<file path="config.mk">
export PLATFORM = sky130hd
export DESIGN_NAME = mac_tx_arbiter
export DESIGN_NICKNAME = d
export VERILOG_FILES = /design/src/rtl/mac_tx_arbiter.sv
export SDC_FILE = /design/constraint.sdc
export NUM_CORES = 1
export LEC_CHECK = 0
export ABC_AREA = 1
export CORE_ASPECT_RATIO = 1.5
export CORE_MARGIN = 5
export CORE_UTILIZATION = 37
export CTS_CLUSTER_DIAMETER = 40
export DETAILED_ROUTE_END_ITERATION = 8
export SYNTH_ARGS = -nofsm -noshare
export SYNTH_HDL_FRONTEND = slang
export SYNTH_SLANG_ARGS = --single-unit
</file>
<file path="constraint.sdc">
create_clock -name logic_clk -period 1.65 [get_ports logic_clk]
set_input_delay 0.33 -clock logic_clk [delete_from_list [all_inputs] [get_ports logic_clk]]
set_output_delay 0.33 -clock logic_clk [all_outputs]
set_load 0.05 [all_outputs]
</file>
<file path="src/rtl/mac_tx_arbiter.sv">
// rtl/mac_tx_arbiter.sv - frame-level ARP/UDP arbiter with length limit and inter-frame gap
module mac_tx_arbiter #(
    parameter int MAX_LEN    = 1514,
    parameter int IFG_CYCLES = 12
) (
    input  logic       logic_clk,
    input  logic       logic_rst,
    input  logic [7:0] arp_tdata_in,
    input  logic       arp_tvalid_in,
    input  logic       arp_tlast_in,
    output logic       arp_tready_out,
    input  logic [7:0] udp_tdata_in,
    input  logic       udp_tvalid_in,
    input  logic       udp_tlast_in,
    output logic       udp_tready_out,
    output logic [7:0] mac_tdata_out,
    output logic       mac_tvalid_out,
    output logic       mac_tlast_out,
    input  logic       mac_tready_in,
    output logic       frame_err_out,
    output logic       tx_busy_out
);

    typedef enum logic [1:0] {
        IDLE = 2'd0,
        XFER = 2'd1,
        DROP = 2'd2,
        GAP  = 2'd3
    } state_t;

    // Beat index of the last byte allowed through, and the gap counter start value.
    localparam logic [15:0] LAST_BEAT = 16'(MAX_LEN - 1);
    localparam logic [15:0] GAP_LOAD  = (IFG_CYCLES > 0) ? 16'(IFG_CYCLES - 1) : 16'd0;
    // Where a frame goes once its source tlast has been consumed.
    localparam state_t      END_STATE = (IFG_CYCLES > 0) ? GAP : IDLE;

    state_t      state;
    logic        grant;       // 0 = ARP, 1 = UDP
    logic        last_grant;  // source that completed the most recent frame
    logic [15:0] beat_cnt;
    logic [15:0] gap_cnt;

    logic [7:0]  sel_tdata;
    logic        sel_tvalid;
    logic        sel_tlast;
    logic        at_max;
    logic        out_hs;
    logic        drop_hs;

    // Select the granted source's stream.
    always_comb begin
        sel_tdata  = grant ? udp_tdata_in  : arp_tdata_in;
        sel_tvalid = grant ? udp_tvalid_in : arp_tvalid_in;
        sel_tlast  = grant ? udp_tlast_in  : arp_tlast_in;
        at_max     = (beat_cnt == LAST_BEAT);
        out_hs     = (state == XFER) && sel_tvalid && mac_tready_in;
        drop_hs    = (state == DROP) && sel_tvalid;
    end

    // Drive the output stream and the per-source ready lines from the current state.
    always_comb begin
        arp_tready_out = 1'b0;
        udp_tready_out = 1'b0;
        mac_tdata_out  = 8'h00;
        mac_tvalid_out = 1'b0;
        mac_tlast_out  = 1'b0;
        case (state)
            XFER: begin
                mac_tdata_out  = sel_tdata;
                mac_tvalid_out = sel_tvalid;
                mac_tlast_out  = sel_tlast | at_max;
                if (grant) begin
                    udp_tready_out = mac_tready_in;
                end else begin
                    arp_tready_out = mac_tready_in;
                end
            end
            DROP: begin
                if (grant) begin
                    udp_tready_out = 1'b1;
                end else begin
                    arp_tready_out = 1'b1;
                end
            end
            default: begin
            end
        endcase
    end

    // Frame sequencer: arbitration, beat counting, truncation, and idle gap.
    always_ff @(posedge logic_clk) begin
        if (logic_rst) begin
            state         <= IDLE;
            grant         <= 1'b0;
            last_grant    <= 1'b1;
            beat_cnt      <= 16'd0;
            gap_cnt       <= 16'd0;
            frame_err_out <= 1'b0;
            tx_busy_out   <= 1'b0;
        end else begin
            frame_err_out <= 1'b0;
            case (state)
                IDLE: begin
                    if (arp_tvalid_in || udp_tvalid_in) begin
                        // On a tie the source not served last wins; otherwise the only requester.
                        grant       <= (arp_tvalid_in && udp_tvalid_in) ? ~last_grant : udp_tvalid_in;
                        beat_cnt    <= 16'd0;
                        state       <= XFER;
                        tx_busy_out <= 1'b1;
                    end
                end
                XFER: begin
                    if (out_hs) begin
                        beat_cnt <= beat_cnt + 16'd1;
                        if (sel_tlast) begin
                            last_grant  <= grant;
                            gap_cnt     <= GAP_LOAD;
                            state       <= END_STATE;
                            tx_busy_out <= (END_STATE != IDLE);
                        end else if (at_max) begin
                            // Forced tlast just went out; swallow the remainder of the frame.
                            frame_err_out <= 1'b1;
                            state         <= DROP;
                        end
                    end
                end
                DROP: begin
                    if (drop_hs && sel_tlast) begin
                        last_grant  <= grant;
                        gap_cnt     <= GAP_LOAD;
                        state       <= END_STATE;
                        tx_busy_out <= (END_STATE != IDLE);
                    end
                end
                GAP: begin
                    if (gap_cnt == 16'd0) begin
                        state       <= IDLE;
                        tx_busy_out <= 1'b0;
                    end else begin
                        gap_cnt <= gap_cnt - 16'd1;
                    end
                end
                default: begin
                    state <= IDLE;
                end
            endcase
        end
    end

endmodule

</file>
==> results.md, run 1 <==
* Setup TNS Final at -0.5127 ns
* Slew margin rel. at 0.7240
* Largest net degree at the start of global routing at 25
* HPWL Detailed at between 6 and 7 mm
* Hold path start: beat_cnt[7]$_SDFFE_PP0P_
* Hold Path Class: flop to flop
* R2R setup slack at -0.02 ns
* Yosys top cell by area: dfxtp_1
* I/O pin count at 37
* Die Wd at 79.72 microns
* Largest cells by area after synthesis: dfxtp_1, nand2_1, nor2_1
* Max-slew violation count at 0
* Syn Area/Cell at 6.103 sq um
* Inst Count DP at 604
* Hold depth at 1
* Worst Setup Start Kind: flop
* Routed wire length per instance at 13.43 microns
* Fmax at 0.5657 GHz
* Leak Pwr at 1.705 nW
* Clock latency on the worst-skew pair at 0.30 ns
* WHS Endpoint: beat_cnt[7]$_SDFFE_PP0P_
* CP top delay family: flip-flops
* Final hold violation count at 0
* PwrDens at 1621 nW/um^2
* Gpl congestion at 0.9170
* # hold bufs at CTS at 0
* Number of antenna diodes at 0
* Tcrit/Tclk final at 1.071
* Clock Power Share at 0.119
* Clock Sinks at 38
* Die height at about 110 microns
* CP Cell Sequence: inv_1, nor2_1, nand2_2, nor2_2, nand2_2, a21oi_4, buf_12
* Worst-path clk slew at 0.08 ns
* Post-synthesis cell area at 2698 sq um
* Post-synthesis sequential area ratio at 0.2820
* Slowest stage cell, crit path: dfxtp_1
* Critical path peak fanout at 4
* CTS root buf: clkbuf_8
* WP data required at 1.32 ns
* IO Port Bufs at 36
* Register area at 773.2 sq um
* Post-Route WL at 8.340 mm
* Worst r2r src: state[1]$_SDFFE_PP0P_
* Core Box Area at 7179 sq um
* Non-Filler Instances at 621
* Netlist cell types at 33
* Max H-tree Level at 2
* Share of cells above drive strength 1 at 0.3225
* DR vias at 3087
* CTS tree: yes
* Bufs and invs on worst path at 2
* DR pass1 iterations at 4
* Final Worst Setup Slack at -0.1179 ns
* Nets at roughly 550
* Number of synthesized register bits at 38
* Mapped Cells at 442
* Comb power frac at 0.704
* Die area at 9133 sq um
* Final setup viols at 10
* Worst VDD drop at 0.9205 mV
* Fill cells at 662
* Pint at about 3.5 mW
* First-pass GRT wire length at 13.70 mm
* Failing checks: setup timing
* Critical path class: flop to primary output
* Fin crit period at 1.768 ns
* Area delta synth->final at 52.83%
* Initial antenna violation count at 0
* Residual DRC at 0
* Worst R2R End: gap_cnt[9]$_SDFFE_PP0P_
* Unrepaired setup endpoints after global routing: true
* Gr usage total at 0.1893
* DRT iter0 DRCs at ~230
* Multi-input logic area at 2063 sq um
* Cell mode on critical path: nand2_2
* Synthesized net count at 473
* Initial core utilization at 0.3757
* Post-synth top area share at 0.2820
* Critical Path AT at 1.44 ns
* Grt ovf at 0
* Setup Skew at a little under 0.005 ns
* Design Power at 6.683 mW
* Worst-case reg-to-reg path depth at 10
* Worst-margin pin slew at slightly above 0.4 ns
* Sw power at around 3.2 mW
* Worst setup EP type: primary output
* Worst path max stage delay at 0.42 ns
* Core Rows at 38
* Clock Tree Buf Depth at 2
* Seq pwr share at 0.176
* Run status: finished, violations left
* Via/cell ratio at 4.971
* CTS buffer count at 5
* Net Sw Frac at 0.4811
* Worst setup path start: beat_cnt[3]$_SDFFE_PP0P_
* Routed Antenna Nets at 0
* YS warnings at 0
* Max Cap Viol at 0
* Vias in the first global route at 3109
registers in the layout (all words and copies together) (netlist names):
register	cells
beat_cnt	16
frame_err_out	1
gap_cnt	16
grant	1
last_grant	1
state	2
tx_busy_out	1
Yosys cell counts:
| library cell | count |
|---|---|
| a21boi_0 | 1 |
| a21o_1 | 1 |
| a21oi_1 | 21 |
| a21oi_2 | 10 |
| buf_2 | 1 |
| buf_4 | 1 |
| buf_6 | 3 |
| clkbuf_1 | 7 |
| clkinv_1 | 1 |
| dfxtp_1 | 38 |
| ha_1 | 8 |
| inv_1 | 40 |
| inv_2 | 1 |
| nand2_1 | 125 |
| nand2_2 | 5 |
| nand2_4 | 3 |
| nand3_1 | 24 |
| nand3b_1 | 1 |
| nand3b_4 | 1 |
| nand4_1 | 17 |
| nor2_1 | 88 |
| nor2_2 | 1 |
| nor2_8 | 1 |
| nor3_1 | 8 |
| nor3_2 | 1 |
| nor3b_1 | 1 |
| nor4_1 | 1 |
| o211a_1 | 1 |
| o21a_1 | 1 |
| o21ai_0 | 23 |
| o21bai_1 | 1 |
| or2_2 | 1 |
| xnor2_1 | 5 |
timing repair:
item / CTS / global route
buffers inserted: 7 / 0
pin swaps: 11 / 12
gates resized for setup: 63 / 48
endpoints found under the setup margin: 39 / 48
gates cloned: 1 / 1
layout make-up:
cell class | instances | area share
tap | 100 | 0.03035
clock buffer | 5 | 0.01669
timing repair buffer | 81 | 0.2146
multi-input combinational | 352 | 0.5005
sequential | 38 | 0.1876
inverter | 42 | 0.04067
clock inverter | 3 | 0.009712
cells by family (layout without fill, tap and decap cells):
group | after synthesis | count (layout) | synth area share
DFF | 38 | 38 | 0.2820
buffers and inverters | 54 | 131 | 0.08534
xor gates and xnor gates | 5 | 5 | 0.01623
and+or+nand+nor | 278 | 280 | 0.4504
adders and majority gates | 8 | 8 | 0.03711
AOI/OAI and AO/OA | 59 | 59 | 0.1289
cells in the final DEF (no fill, tap or decap), types with 8 or more instances in the layout:
cell type,instances
nand2_1,109
nand3_1,24
nand4_1,17
nor2_4,11
nor3_1,8
dfxtp_1,32
nor2_1,65
a21oi_1,16
inv_1,31
nor2_2,14
o21ai_0,8
buf_12,17
nand2_2,15
buf_4,39
clkdlybuf4s50_1,20
a21oi_2,13
nand2_4,9
worst max path at each step:
| stage | end | slack, ns | cells past startpoint |
|---|---|---|---|
| after floorplan | mac_tdata_out[0] | -0.05 | 6 |
| after global placement | gap_cnt[1]$_SDFFE_PP0P_ | -0.24 | 10 |
| after detailed placement | gap_cnt[1]$_SDFFE_PP0P_ | -0.30 | 10 |
| final | mac_tlast_out | -0.12 | 7 |
| after CTS | mac_tlast_out | -0.16 | 9 |
| after global routing | mac_tlast_out | -0.23 | 7 |
through the flow:
step / hold WS [ns] / worst slack, ns / instance area (sq um) / util
after floorplan: 0.4432 / -0.04752 / 2800 / -
after global placement: 0.4650 / -0.2425 / 3618 / 0.5040
after detailed placement: 0.4771 / -0.3010 / 3618 / 0.5040
after CTS: 0.4519 / -0.1624 / 3969 / 0.5528
after global routing: 0.4749 / -0.2296 / 4123 / 0.5742
final: 0.4559 / -0.1179 / 4123 / 0.5742
worst reg2reg max path, delay by kind of cell (launching register included):
family,cells,cell delay (ns)
and+or+nand+nor,4,0.67
DFF,1,0.35
buffers and inverters,4,0.31
adders and majority gates,1,0.17
AOI/OAI and AO/OA,1,0.11
layer usage:
| layer | wire [microns] | up-vias | part of all wire | GRT usage |
|---|---|---|---|---|
| met4 | 400 | 0 | 0.048 | 0.1112 |
| li1 | - | 1580 | - | - |
| met1 | 3027 | 1389 | 0.36 | 0.1916 |
| met2 | 4639 | 87 | 0.56 | 0.3547 |
| met3 | 273 | 31 | 0.033 | 0.03071 |
| met5 | 0 | - | 0 | 0 |
power by group through the flow:
stage	registers (mW)	clock network, mW	logic [mW]
5_1_grt	1.20	0.867	5.11
2_1_floorplan	1.19	0	2.53
6_report	1.18	0.798	4.71
3_5_place_dp	1.16	0	3.76
4_1_cts	1.17	0.821	4.28
3_3_place_gp	1.16	0	3.70
(Power assumes the default switching activity.)
==> run 2, diff against run 1 <==
--- a/config.mk
+++ b/config.mk
@@ -8,9 +8,10 @@
 export ABC_AREA = 1
 export CORE_ASPECT_RATIO = 1.5
 export CORE_MARGIN = 5
-export CORE_UTILIZATION = 37
+export CORE_UTILIZATION = 50
 export CTS_CLUSTER_DIAMETER = 40
 export DETAILED_ROUTE_END_ITERATION = 8
+export PLACE_DENSITY = 0.77
 export SYNTH_ARGS = -nofsm -noshare
 export SYNTH_HDL_FRONTEND = slang
 export SYNTH_SLANG_ARGS = --single-unit
==> run 2 against run 1 <==
Effect of this change: die area fell by 23%; cell count fell by 4.2%; flip-flop and latch count did not move; the run still ends with setup timing left; highest routed layer unchanged; setup slack got worse by 0.079 ns; sequential share of layout area fell by 0.38 points.
==> results.md, run 2 (synthesis gave the netlist of run 1 again) <==
* Run status: finished, violations left
* Failing checks: setup timing
* Gpl congestion at 0.9810 (+7.0%)
* Worst-margin pin slew at 0.4777 ns (+0.06689 ns)
* Share of cells above drive strength 1 at 0.3624 (+0.03997)
* DRT iter0 DRCs at 280 (+21%)
* DR pass1 iterations at 5 (+1)
* Clock latency on the worst-skew pair at 0.29 ns (about the same)
* HPWL Detailed at 6.113 mm (+0.36%)
* Residual DRC at 0 (unchanged)
* PwrDens at 1690 nW/um^2 (+4.3%)
* Max H-tree Level at 2 (unchanged)
* Core Rows at 32 (-16%)
* CTS buffer count at 5 (unchanged)
* Largest net degree at the start of global routing at 25 (unchanged)
* Max-slew violation count at 0 (unchanged)
* Fill cells at 318 (-52%)
* Slowest stage cell, crit path: dfxtp_2
* Cell area after layout at 4208 sq um (+2.1%)
* Initial antenna violation count at 0 (unchanged)
* Final setup viols at 29 (+19)
* Most common cell after layout, fill and taps aside: nand2_1
* Worst path max stage delay at 0.33 ns (-0.09 ns)
* Grt ovf at 0 (unchanged)
* Fin Hold WS at 0.4524 ns (-0.003458 ns)
* Die area at 6995 sq um (-23%)
* Design Power at 7.111 mW (+6.4%)
* Inst Count DP at 569 (-5.8%)
* Critical path class: flop to primary output
* Cell mode on critical path: nand2_2
* Non-Filler Instances at 595 (-4.2%)
* Worst Setup Start Kind: flop
* Nets at 557 (+1.1%)
* Worst setup EP type: primary output
* Multi-input logic area at 2148 sq um (+4.1%)
* Routed wire length per instance at 16.75 microns (+25%)
* Gr usage total at 0.2464 (+0.05716)
* CTS root buf: clkbuf_8
* Fin crit period at 1.846 ns (+0.07856 ns)
* First-pass GRT wire length at 14.09 mm (+2.9%)
* Area delta synth->final at 55.98%
* Critical Path AT at 1.52 ns (+0.08 ns)
* Hold Path Class: flop to flop
* Number of antenna diodes at 0 (unchanged)
* IO Port Bufs at 36 (unchanged)
* Via/cell ratio at 5.667 (+14%)
* Clock Sinks at 38 (unchanged)
* Initial core utilization at 0.5183 (+0.1425)
* Slew margin rel. at 0.6791 (-0.04494)
* Fmax at 0.5416 GHz (-4.3%)
* Critical path peak fanout at 2 (-2)
* Final Worst Setup Slack at -0.1964 ns (-0.07856 ns)
* Max Cap Viol at 0 (unchanged)
* # hold bufs at CTS at 0 (unchanged)
* Top flop regs: beat_cnt x16, gap_cnt x16, state x2
* Vias in the first global route at 3245 (+4.4%)
* CP top delay family: flip-flops
* Worst-path clk slew at 0.08 ns (about the same)
* Register area at 773.2 sq um (unchanged)
* Leak Pwr at 1.748 nW (+2.5%)
* Unrepaired setup endpoints after global routing: true
* Bufs and invs on worst path at 3 (+1)
* Final hold violation count at 0 (unchanged)
* Routed Antenna Nets at 0 (unchanged)
* CTS tree: yes
* Worst VDD drop at 1.456 mV (+58%)
* DR vias at 3372 (+9.2%)
* Core Box Area at 5205 sq um (-28%)
* Most frequent cells in the layout: nand2_1, nor2_1, buf_4
* I/O pin count at 37 (unchanged)
* WP data required at 1.32 ns (about the same)
* Clock Tree Buf Depth at 2 (unchanged)
* Tcrit/Tclk final at 1.119 (+0.04761)
* Setup Skew at 0.007685 ns (+0.002840 ns)
* Die height at 99.96 microns (-13%)
* CP Cell Sequence: inv_2, ha_4, nand2_2, inv_2, nand2_2, nor2_4, nand2_2, a21oi_4, buf_12
* Post-Route WL at 9.966 mm (+19%)
* DP Area at 3543 sq um (-2.1%)
* Die Wd at 69.98 microns (-12%)
[run 2: changes by cell type in the layout (fill, tap and decap cells not counted), sizes merged]
cell / change
clkinv: -1
buf: +6
clkinvlp: +1
bufinv: -1
clkbuf: +1
dlymetal6s2s: +2
dlygate4sd2: -2
[run 2: routing by layer]
layer	track usage	part of all wire
met1	0.2350	0.34
met2	0.4945	0.55
met3	0.03507	0.040
met4	0.1313	0.077
met5	0	0
[run 2: layout make-up]
| type | instances | area share |
|---|---|---|
| clock buffer | 6 | 0.01963 |
| clock inverter | 2 | 0.002974 |
| sequential | 38 | 0.1838 |
| inverter | 42 | 0.04163 |
| tap | 68 | 0.02022 |
| multi-input combinational | 352 | 0.5106 |
| timing repair buffer | 87 | 0.2212 |
[run 2: metrics by stage]
stage	setup slack, ns	setup TNS, ns	utilization
after floorplan	-0.04752	-0.2255	-
after global placement	-0.2854	-7.567	0.6808
after detailed placement	-0.3331	-8.858	0.6808
after CTS	-0.1861	-0.7434	0.7507
after global routing	-0.2734	-3.435	0.8084
final	-0.1964	-1.966	0.8084
[run 2: worst paths after layout]
path	cells past startpoint	to	slack, ns	start
worst max-delay path	9	mac_tlast_out	-0.20	beat_cnt[1]$_SDFFE_PP0P_
worst min register to register	1	beat_cnt[7]$_SDFFE_PP0P_	0.45	beat_cnt[7]$_SDFFE_PP0P_
worst max register to register	10	gap_cnt[3]$_SDFFE_PP0P_	-0.09	grant$_SDFFE_PP0P_
worst min-delay path	1	beat_cnt[7]$_SDFFE_PP0P_	0.45	beat_cnt[7]$_SDFFE_PP0P_
[run 2: timing repair]
action | 4_1_cts | 5_1_grt
endpoints found under the setup margin | 40 | 45
pin swaps | 13 | 37
gates cloned | 1 | 1
resized for setup | 60 | 78
buffers inserted | 9 | 7
[run 2: power by group]
| part | leakage, nW | total, mW | switching (mW) | internal (mW) |
|---|---|---|---|---|
| sequential | 0.311 | 1.19 | 0.132 | 1.06 |
| combinational | 1.39 | 5.23 | 3.07 | 2.17 |
| clock | 0.0472 | 0.688 | 0.351 | 0.336 |
[run 2: worst reg2reg max path, cell delays in order (launching register included)]
cell      delay (ns)
dfxtp_4         0.39
inv_2           0.13
nand2_1         0.09
nand2_2         0.12
buf_4           0.15
nor2_4          0.05
nand3b_4        0.22
buf_12          0.17
nor2_8          0.19
nand2_2         0.08
a21oi_2         0.12
